==> config.mk <==
export PLATFORM = sky130hd
export DESIGN_NAME = yolo_layer_sched
export DESIGN_NICKNAME = d
export VERILOG_FILES = /design/src/rtl/yolo_layer_sched.sv
export SDC_FILE = /design/constraint.sdc
export NUM_CORES = 1
export LEC_CHECK = 0
export CAP_MARGIN = 15
export CORE_ASPECT_RATIO = 1.75
export CORE_MARGIN = 10
export CORE_UTILIZATION = 60
export CTS_CLUSTER_SIZE = 28
export DETAILED_ROUTE_END_ITERATION = 16
export PLACE_DENSITY = 0.8
export SYNTH_ARGS = -nofsm -noshare
export SYNTH_HDL_FRONTEND = slang
export SYNTH_SLANG_ARGS = --single-unit
export TNS_END_PERCENT = 30
==> constraint.sdc <==
create_clock -name ap_clk -period 8.12 [get_ports ap_clk]
set_input_delay 1.218 -clock ap_clk [delete_from_list [all_inputs] [get_ports ap_clk]]
set_output_delay 1.218 -clock ap_clk [all_outputs]
set_load 0.01 [all_outputs]
==> src/rtl/yolo_layer_sched.sv <==
// Layer sequencer for a YOLO conv kernel: walks a small config table and drives one ap_ctrl kernel per layer.
// Optional stall watchdog compiled in with `define YOLO_SCHED_WDOG_EN.
module yolo_layer_sched #(
   parameter int unsigned NUM_LAYERS_MAX = 16,
   parameter int unsigned CFG_W          = 32,
   parameter int unsigned WDOG_CYCLES    = 65536
) (
   input  logic              ap_clk,
   input  logic              ap_rst,
   input  logic              start,
   input  logic [4:0]        num_layers,
   input  logic              cfg_we,
   input  logic [3:0]        cfg_addr,
   input  logic [CFG_W-1:0]  cfg_data,
   output logic              kern_ap_start,
   input  logic              kern_ap_ready,
   input  logic              kern_ap_done,
   output logic [CFG_W-1:0]  kern_cfg,
   input  logic              in_tvalid,
   input  logic              in_tready,
   input  logic              out_tvalid,
   input  logic              out_tready,
   output logic [3:0]        cur_layer,
   output logic [23:0]       out_beats,
   output logic              busy,
   output logic              done,
   output logic              err,
   output logic [1:0]        err_code,
   input  logic              err_clr
);

   localparam int unsigned BEAT_W = 24;
   localparam logic [4:0]  NL_MAX = 5'(NUM_LAYERS_MAX);

   typedef enum logic [2:0] {
      IDLE, LOAD, START, RUN, NEXT, DONE, ERR
   } state_t;

   state_t              state;
   state_t              state_nxt;
   logic [CFG_W-1:0]    tbl [NUM_LAYERS_MAX];
   logic [4:0]          nl_q;
   logic [BEAT_W-1:0]   beat_cnt;
   logic [4:0]          nl_clamped_c;
   logic                last_c;
   logic                idle_like_c;

   assign nl_clamped_c = (num_layers > NL_MAX) ? NL_MAX : num_layers;
   assign last_c       = ({1'b0, cur_layer} == (nl_q - 5'd1));
   assign idle_like_c  = (state == IDLE) || (state == ERR);

`ifdef YOLO_SCHED_WDOG_EN
   localparam int unsigned WDW = $clog2(WDOG_CYCLES + 1);

   logic [WDW-1:0] stall_cnt;
   logic           stall_c;
   logic           wdog_trip_c;

   assign stall_c     = !(in_tvalid && in_tready) && !(out_tvalid && out_tready);
   assign wdog_trip_c = (state == RUN) && stall_c && (stall_cnt == WDW'(WDOG_CYCLES - 1));

   // Stall counter only runs while a kernel is executing; any handshake rearms it
   always_ff @(posedge ap_clk or posedge ap_rst) begin
      if (ap_rst) begin
         stall_cnt <= '0;
      end else if ((state == RUN) && stall_c) begin
         stall_cnt <= stall_cnt + WDW'(1);
      end else begin
         stall_cnt <= '0;
      end
   end

   always_ff @(posedge ap_clk or posedge ap_rst) begin
      if (ap_rst) begin
         err      <= 1'b0;
         err_code <= 2'd0;
      end else begin
         err <= (state_nxt == ERR);
         if (wdog_trip_c && (state_nxt == ERR)) begin
            err_code <= {~out_tready, ~in_tvalid};
         end else if (state_nxt != ERR) begin
            err_code <= 2'd0;
         end
      end
   end
`else
   logic unused_wdog;
   assign unused_wdog = ^{err_clr, in_tvalid, in_tready, 32'(WDOG_CYCLES)};
   assign err         = 1'b0;
   assign err_code    = 2'd0;
`endif

   always_ff @(posedge ap_clk or posedge ap_rst) begin
      if (ap_rst) begin
         state <= IDLE;
      end else begin
         state <= state_nxt;
      end
   end

   always_comb begin
      state_nxt = state;
      case (state)
         IDLE:  if (start) state_nxt = (num_layers == 5'd0) ? DONE : LOAD;
         LOAD:  state_nxt = START;
         START: if (kern_ap_ready) state_nxt = kern_ap_done ? NEXT : RUN;
         RUN: begin
            if (kern_ap_done) begin
               state_nxt = NEXT;
`ifdef YOLO_SCHED_WDOG_EN
            end else if (wdog_trip_c) begin
               state_nxt = ERR;
`endif
            end
         end
         NEXT:  state_nxt = last_c ? DONE : LOAD;
         DONE:  state_nxt = IDLE;
         ERR: begin
`ifdef YOLO_SCHED_WDOG_EN
            if (err_clr) state_nxt = IDLE;
`else
            state_nxt = IDLE;
`endif
         end
         default: state_nxt = IDLE;
      endcase
   end

   // Layer table is writable only while no sequence is active
   always_ff @(posedge ap_clk) begin
      if (cfg_we && idle_like_c && (32'(cfg_addr) < NUM_LAYERS_MAX)) begin
         tbl[cfg_addr] <= cfg_data;
      end
   end

   // Outputs are registered from the next state so they line up with the state register
   always_ff @(posedge ap_clk or posedge ap_rst) begin
      if (ap_rst) begin
         kern_ap_start <= 1'b0;
         kern_cfg      <= '0;
         cur_layer     <= 4'd0;
         out_beats     <= '0;
         busy          <= 1'b0;
         done          <= 1'b0;
         nl_q          <= 5'd0;
         beat_cnt      <= '0;
      end else begin
         kern_ap_start <= (state_nxt == START);
         busy          <= (state_nxt != IDLE) && (state_nxt != ERR);
         done          <= (state_nxt == DONE);

         if ((state == IDLE) && start) begin
            cur_layer <= 4'd0;
            nl_q      <= nl_clamped_c;
         end

         if (state == LOAD) begin
            kern_cfg <= tbl[cur_layer];
         end

         if (state == NEXT) begin
            out_beats <= beat_cnt;
            if (!last_c) cur_layer <= cur_layer + 4'd1;
         end

         // Output beat counter, saturating
         if (state == LOAD) begin
            beat_cnt <= '0;
         end else if (((state == START) || (state == RUN)) && out_tvalid && out_tready
                      && (beat_cnt != {BEAT_W{1'b1}})) begin
            beat_cnt <= beat_cnt + BEAT_W'(1);
         end
      end
   end

endmodule

==> reports/summary.txt <==
sum of routed wire length over all layers - 52.25 mm
fraction of power consumed by combinational cells - 22.0%
die width - 170.0 um
max_cap viols - 0
number of nets in the final layout - 1337
routability-driven placement congestion ratio - 0.7870
CTS Sinks - 607
endpoint type of the worst setup path - primary output
router iterations before antenna repair - 5
CTS tree - built
post-DR wirelength/cell - 28.82 um
worst voltage drop across the vdd grid - 0.2343 mV
upper clock frequency limit - 0.2775 GHz
routed via count divided by cell count - 6.553
Post-Place Cell Area - 25380 um2
EDFF count, synth - 512
Avg Synthesized Cell Area - 20.48 um2
post-cts repair resize count - 0
via count - 11.88k
Fin. Hold Viols - 0
maximum fanout encountered on the critical timing path - 50
Die Area - 48010 um2
RSZ-0062 raised after global routing - no
clock insertion delay at the later pin of the skew report - 590 ps
register area share after synthesis - 75.16%
worst slew pin tran - 1091 ps
number of unique standard cell types used by synthesis - 53
ANT cells - 0
Critical Setup Path Class - reg -> out
total power divided by cell area - 299.3 nW/um2
Final WS setup - 4516 ps
register share of total power - 47.2%
#FFs+latches synth - 607
Initial DRC Count - 1365
total clock buffers created by CTS - 51
post-synth design cell area - 23620 um2
Synth-to-Final Area Change - 14.64%
synthesized instance count - 1153
cell type of the slowest stage on the worst timing path - sky130_fd_sc_hd__dfrtp_4
worst slack at placement - 4034 ps
number of rows created at floorplan - 96
count of input and output buffers - 111
I/O pins - 118
NetSw - 0.002142 W
predominant post-synthesis flop cell - sky130_fd_sc_hd__edfxtp_1
Post-Route Skew - 19.24 ps
Detail Route Antenna Nets - 0
CTS hold repair buffers - 0
run status - completed
critical path buffer and inverter count - 1
critical path's largest stage delay - 1050 ps
final worst-path cycle share - 44.38%
min cycle time layout - 3604 ps
nature of the critical path startpoint - register
starting density of the core - 60.50%
Sw Share - 26.43%
total leakage power - 8.820 nW
Max transition margin - 27.26%
pin count of the biggest net entering global routing - 77
GR Overflow Total - 0
WP data required - 6900 ps
Min-Delay Path Class - reg -> reg
number of levels the H-tree was split into - 2
post-synth top area share - 65.10%
wire length of the first global-routing pass - 79.21 mm
Crit path arrival time - 2390 ps
detailed placement HPWL - 27.90 mm
Sum Neg Setup Slack - 0 ps
Int Power - 0.005962 W
clk slew on worst S/H paths - 60 ps
number of DRC violations after detailed routing - 0
Post-CTS Setup Repair Bufs - 0
leading area contributor after synthesis - sky130_fd_sc_hd__edfxtp_1
cells taking the most area after synthesis - sky130_fd_sc_hd__edfxtp_1, sky130_fd_sc_hd__mux4_2, sky130_fd_sc_hd__dfrtp_1, sky130_fd_sc_hd__mux2_2, sky130_fd_sc_hd__mux2i_1
placeable core region - 39040 um2
antenna violations before repair - 1
GRT Overall Usage - 22.10%
kind of cell adding the most delay to the critical path - flip-flops
total non-filler cell area in the finished layout - 27080 um2
vias in the first global route - 12.63k
largest buffer count on any clock path - 3
die outline height - 282.5 um
Clk network pwr share - 30.8%
Critical Path, Cell by Cell - clkdlybuf4s50_1
max-slew violation count - 0
layout cells sized above 1 - 24.64%
clk root buf - sky130_fd_sc_hd__clkbuf_16
# setup viols final - 0
Post-synth ARST share - 15.65%
number of warnings issued by yosys - 0
==> routing by layer <==
layer	wire length [um]	track usage (%)	vias up
met5	13	0	-
li1	-	-	4976
met2	28600	39.70	599
met1	18560	26.42	6196
met4	1664	8.217	2
met3	3413	3.227	108
==> registers in the layout, indices dropped and copies added (netlist names) <==
name	flops
state	3
done	1
kern_ap_start	1
cur_layer	4
out_beats	24
tbl	512
nl_q	5
kern_cfg	32
busy	1
beat_cnt	24
==> cells by family after synthesis <==
logic type,count (synthesis),synth area share [%]
xor gates and xnor gates,16,0.5933
other,1,0.01588
AOI/OAI and AO/OA,65,2.305
buffers and inverters,71,1.436
muxes,227,16.70
adders and majority gates,3,0.1589
DFF,607,75.16
and+or+nand+nor,163,3.624
==> cell type report <==
cell class,instances,area [um2]
Fill cell,2304,11960
Timing Repair Buffer,137,1306
Multi-Input combinational cell,477,5662
Tap cell,490,613.1
Clock buffer,71,1421
Inverter,8,32.53
Clock inverter,23,277.8
Sequential cell,607,17760
==> synthesized netlist by cell type, types with 2 or more instances <==
master	instances
sky130_fd_sc_hd__dfrtp_1	95
sky130_fd_sc_hd__a211oi_1	2
sky130_fd_sc_hd__o21ai_0	10
sky130_fd_sc_hd__nand3_1	12
sky130_fd_sc_hd__a21oi_1	5
sky130_fd_sc_hd__inv_1	7
sky130_fd_sc_hd__o211ai_1	3
sky130_fd_sc_hd__and2_1	3
sky130_fd_sc_hd__a31o_2	3
sky130_fd_sc_hd__ha_1	3
sky130_fd_sc_hd__nor4_1	4
sky130_fd_sc_hd__nor2_1	32
sky130_fd_sc_hd__buf_4	4
sky130_fd_sc_hd__o31ai_1	2
sky130_fd_sc_hd__xnor2_1	11
sky130_fd_sc_hd__buf_1	10
sky130_fd_sc_hd__edfxtp_1	512
sky130_fd_sc_hd__nand2b_1	9
sky130_fd_sc_hd__nor3_1	42
sky130_fd_sc_hd__buf_2	16
sky130_fd_sc_hd__or2_2	2
sky130_fd_sc_hd__and3_1	5
sky130_fd_sc_hd__mux2_2	57
sky130_fd_sc_hd__clkbuf_1	28
sky130_fd_sc_hd__a221o_1	32
sky130_fd_sc_hd__or3_1	5
sky130_fd_sc_hd__mux2i_1	42
sky130_fd_sc_hd__nor3b_1	2
sky130_fd_sc_hd__xor2_1	5
sky130_fd_sc_hd__buf_6	5
sky130_fd_sc_hd__nand4_1	8
sky130_fd_sc_hd__nand2_1	29
sky130_fd_sc_hd__mux4_2	128
==> cells in the final DEF (no fill, tap or decap), types with 4 or more instances in the layout <==
| cell type | instances |
|---|---|
| sky130_fd_sc_hd__clkbuf_8 | 7 |
| sky130_fd_sc_hd__a21oi_1 | 5 |
| sky130_fd_sc_hd__nor3_2 | 5 |
| sky130_fd_sc_hd__nor3_1 | 37 |
| sky130_fd_sc_hd__inv_1 | 6 |
| sky130_fd_sc_hd__buf_4 | 26 |
| sky130_fd_sc_hd__xor2_1 | 5 |
| sky130_fd_sc_hd__nor2_4 | 12 |
| sky130_fd_sc_hd__o21ai_0 | 10 |
| sky130_fd_sc_hd__inv_6 | 5 |
| sky130_fd_sc_hd__mux2_2 | 57 |
| sky130_fd_sc_hd__nor2_1 | 20 |
| sky130_fd_sc_hd__mux4_2 | 128 |
| sky130_fd_sc_hd__clkbuf_1 | 13 |
| sky130_fd_sc_hd__clkdlybuf4s50_1 | 111 |
| sky130_fd_sc_hd__a221o_1 | 32 |
| sky130_fd_sc_hd__and3_1 | 5 |
| sky130_fd_sc_hd__dfrtp_1 | 92 |
| sky130_fd_sc_hd__nand2_1 | 29 |
| sky130_fd_sc_hd__mux2i_1 | 42 |
| sky130_fd_sc_hd__clkinvlp_4 | 4 |
| sky130_fd_sc_hd__bufinv_16 | 5 |
| sky130_fd_sc_hd__nand2b_1 | 9 |
| sky130_fd_sc_hd__clkinv_2 | 5 |
| sky130_fd_sc_hd__clkbuf_16 | 51 |
| sky130_fd_sc_hd__nand3_1 | 11 |
| sky130_fd_sc_hd__xnor2_1 | 11 |
| sky130_fd_sc_hd__nand4_1 | 8 |
| sky130_fd_sc_hd__or3_1 | 5 |
| sky130_fd_sc_hd__edfxtp_1 | 512 |
| sky130_fd_sc_hd__nor4_1 | 4 |
==> path summary, 6_finish.rpt <==
path,from,to,slack [ps],cells past startpoint
worst max-delay path,cur_layer[0],cur_layer[0],4520,1
worst min-delay path,out_beats[10],out_beats[10],500,1
worst max register to register,cur_layer[0],kern_cfg[11],4810,4
worst min register to register,out_beats[10],out_beats[10],500,1
max in group asynchronous,ap_rst,cur_layer[1],5730,3
min in group asynchronous,ap_rst,kern_cfg[17],1060,2
==> power by group through the flow <==
stage	Sequential, W	Clock [W]	Combinational [W]
finish	0.00383	0.00249	0.00178
global route	0.00385	0.00265	0.00192
floorplan	0.00376	0	0.00131
detailed placement	0.00389	0	0.00178
global placement	0.00388	0	0.00173
CTS	0.00383	0.00253	0.00181
==> per-stage QoR <==
stage	total power, W	cells	utilization (%)	hold slack, ps
floorplan	0.005073	1155	-	462.2
global placement	0.005614	1719	65.01	487.9
detailed placement	0.005676	1719	65.01	495.0
CTS	0.008170	1813	69.36	509.0
global route	0.008420	1813	69.36	522.9
finish	0.008104	1813	69.36	503.6
No activity file was read; power rests on OpenSTA's default activity.
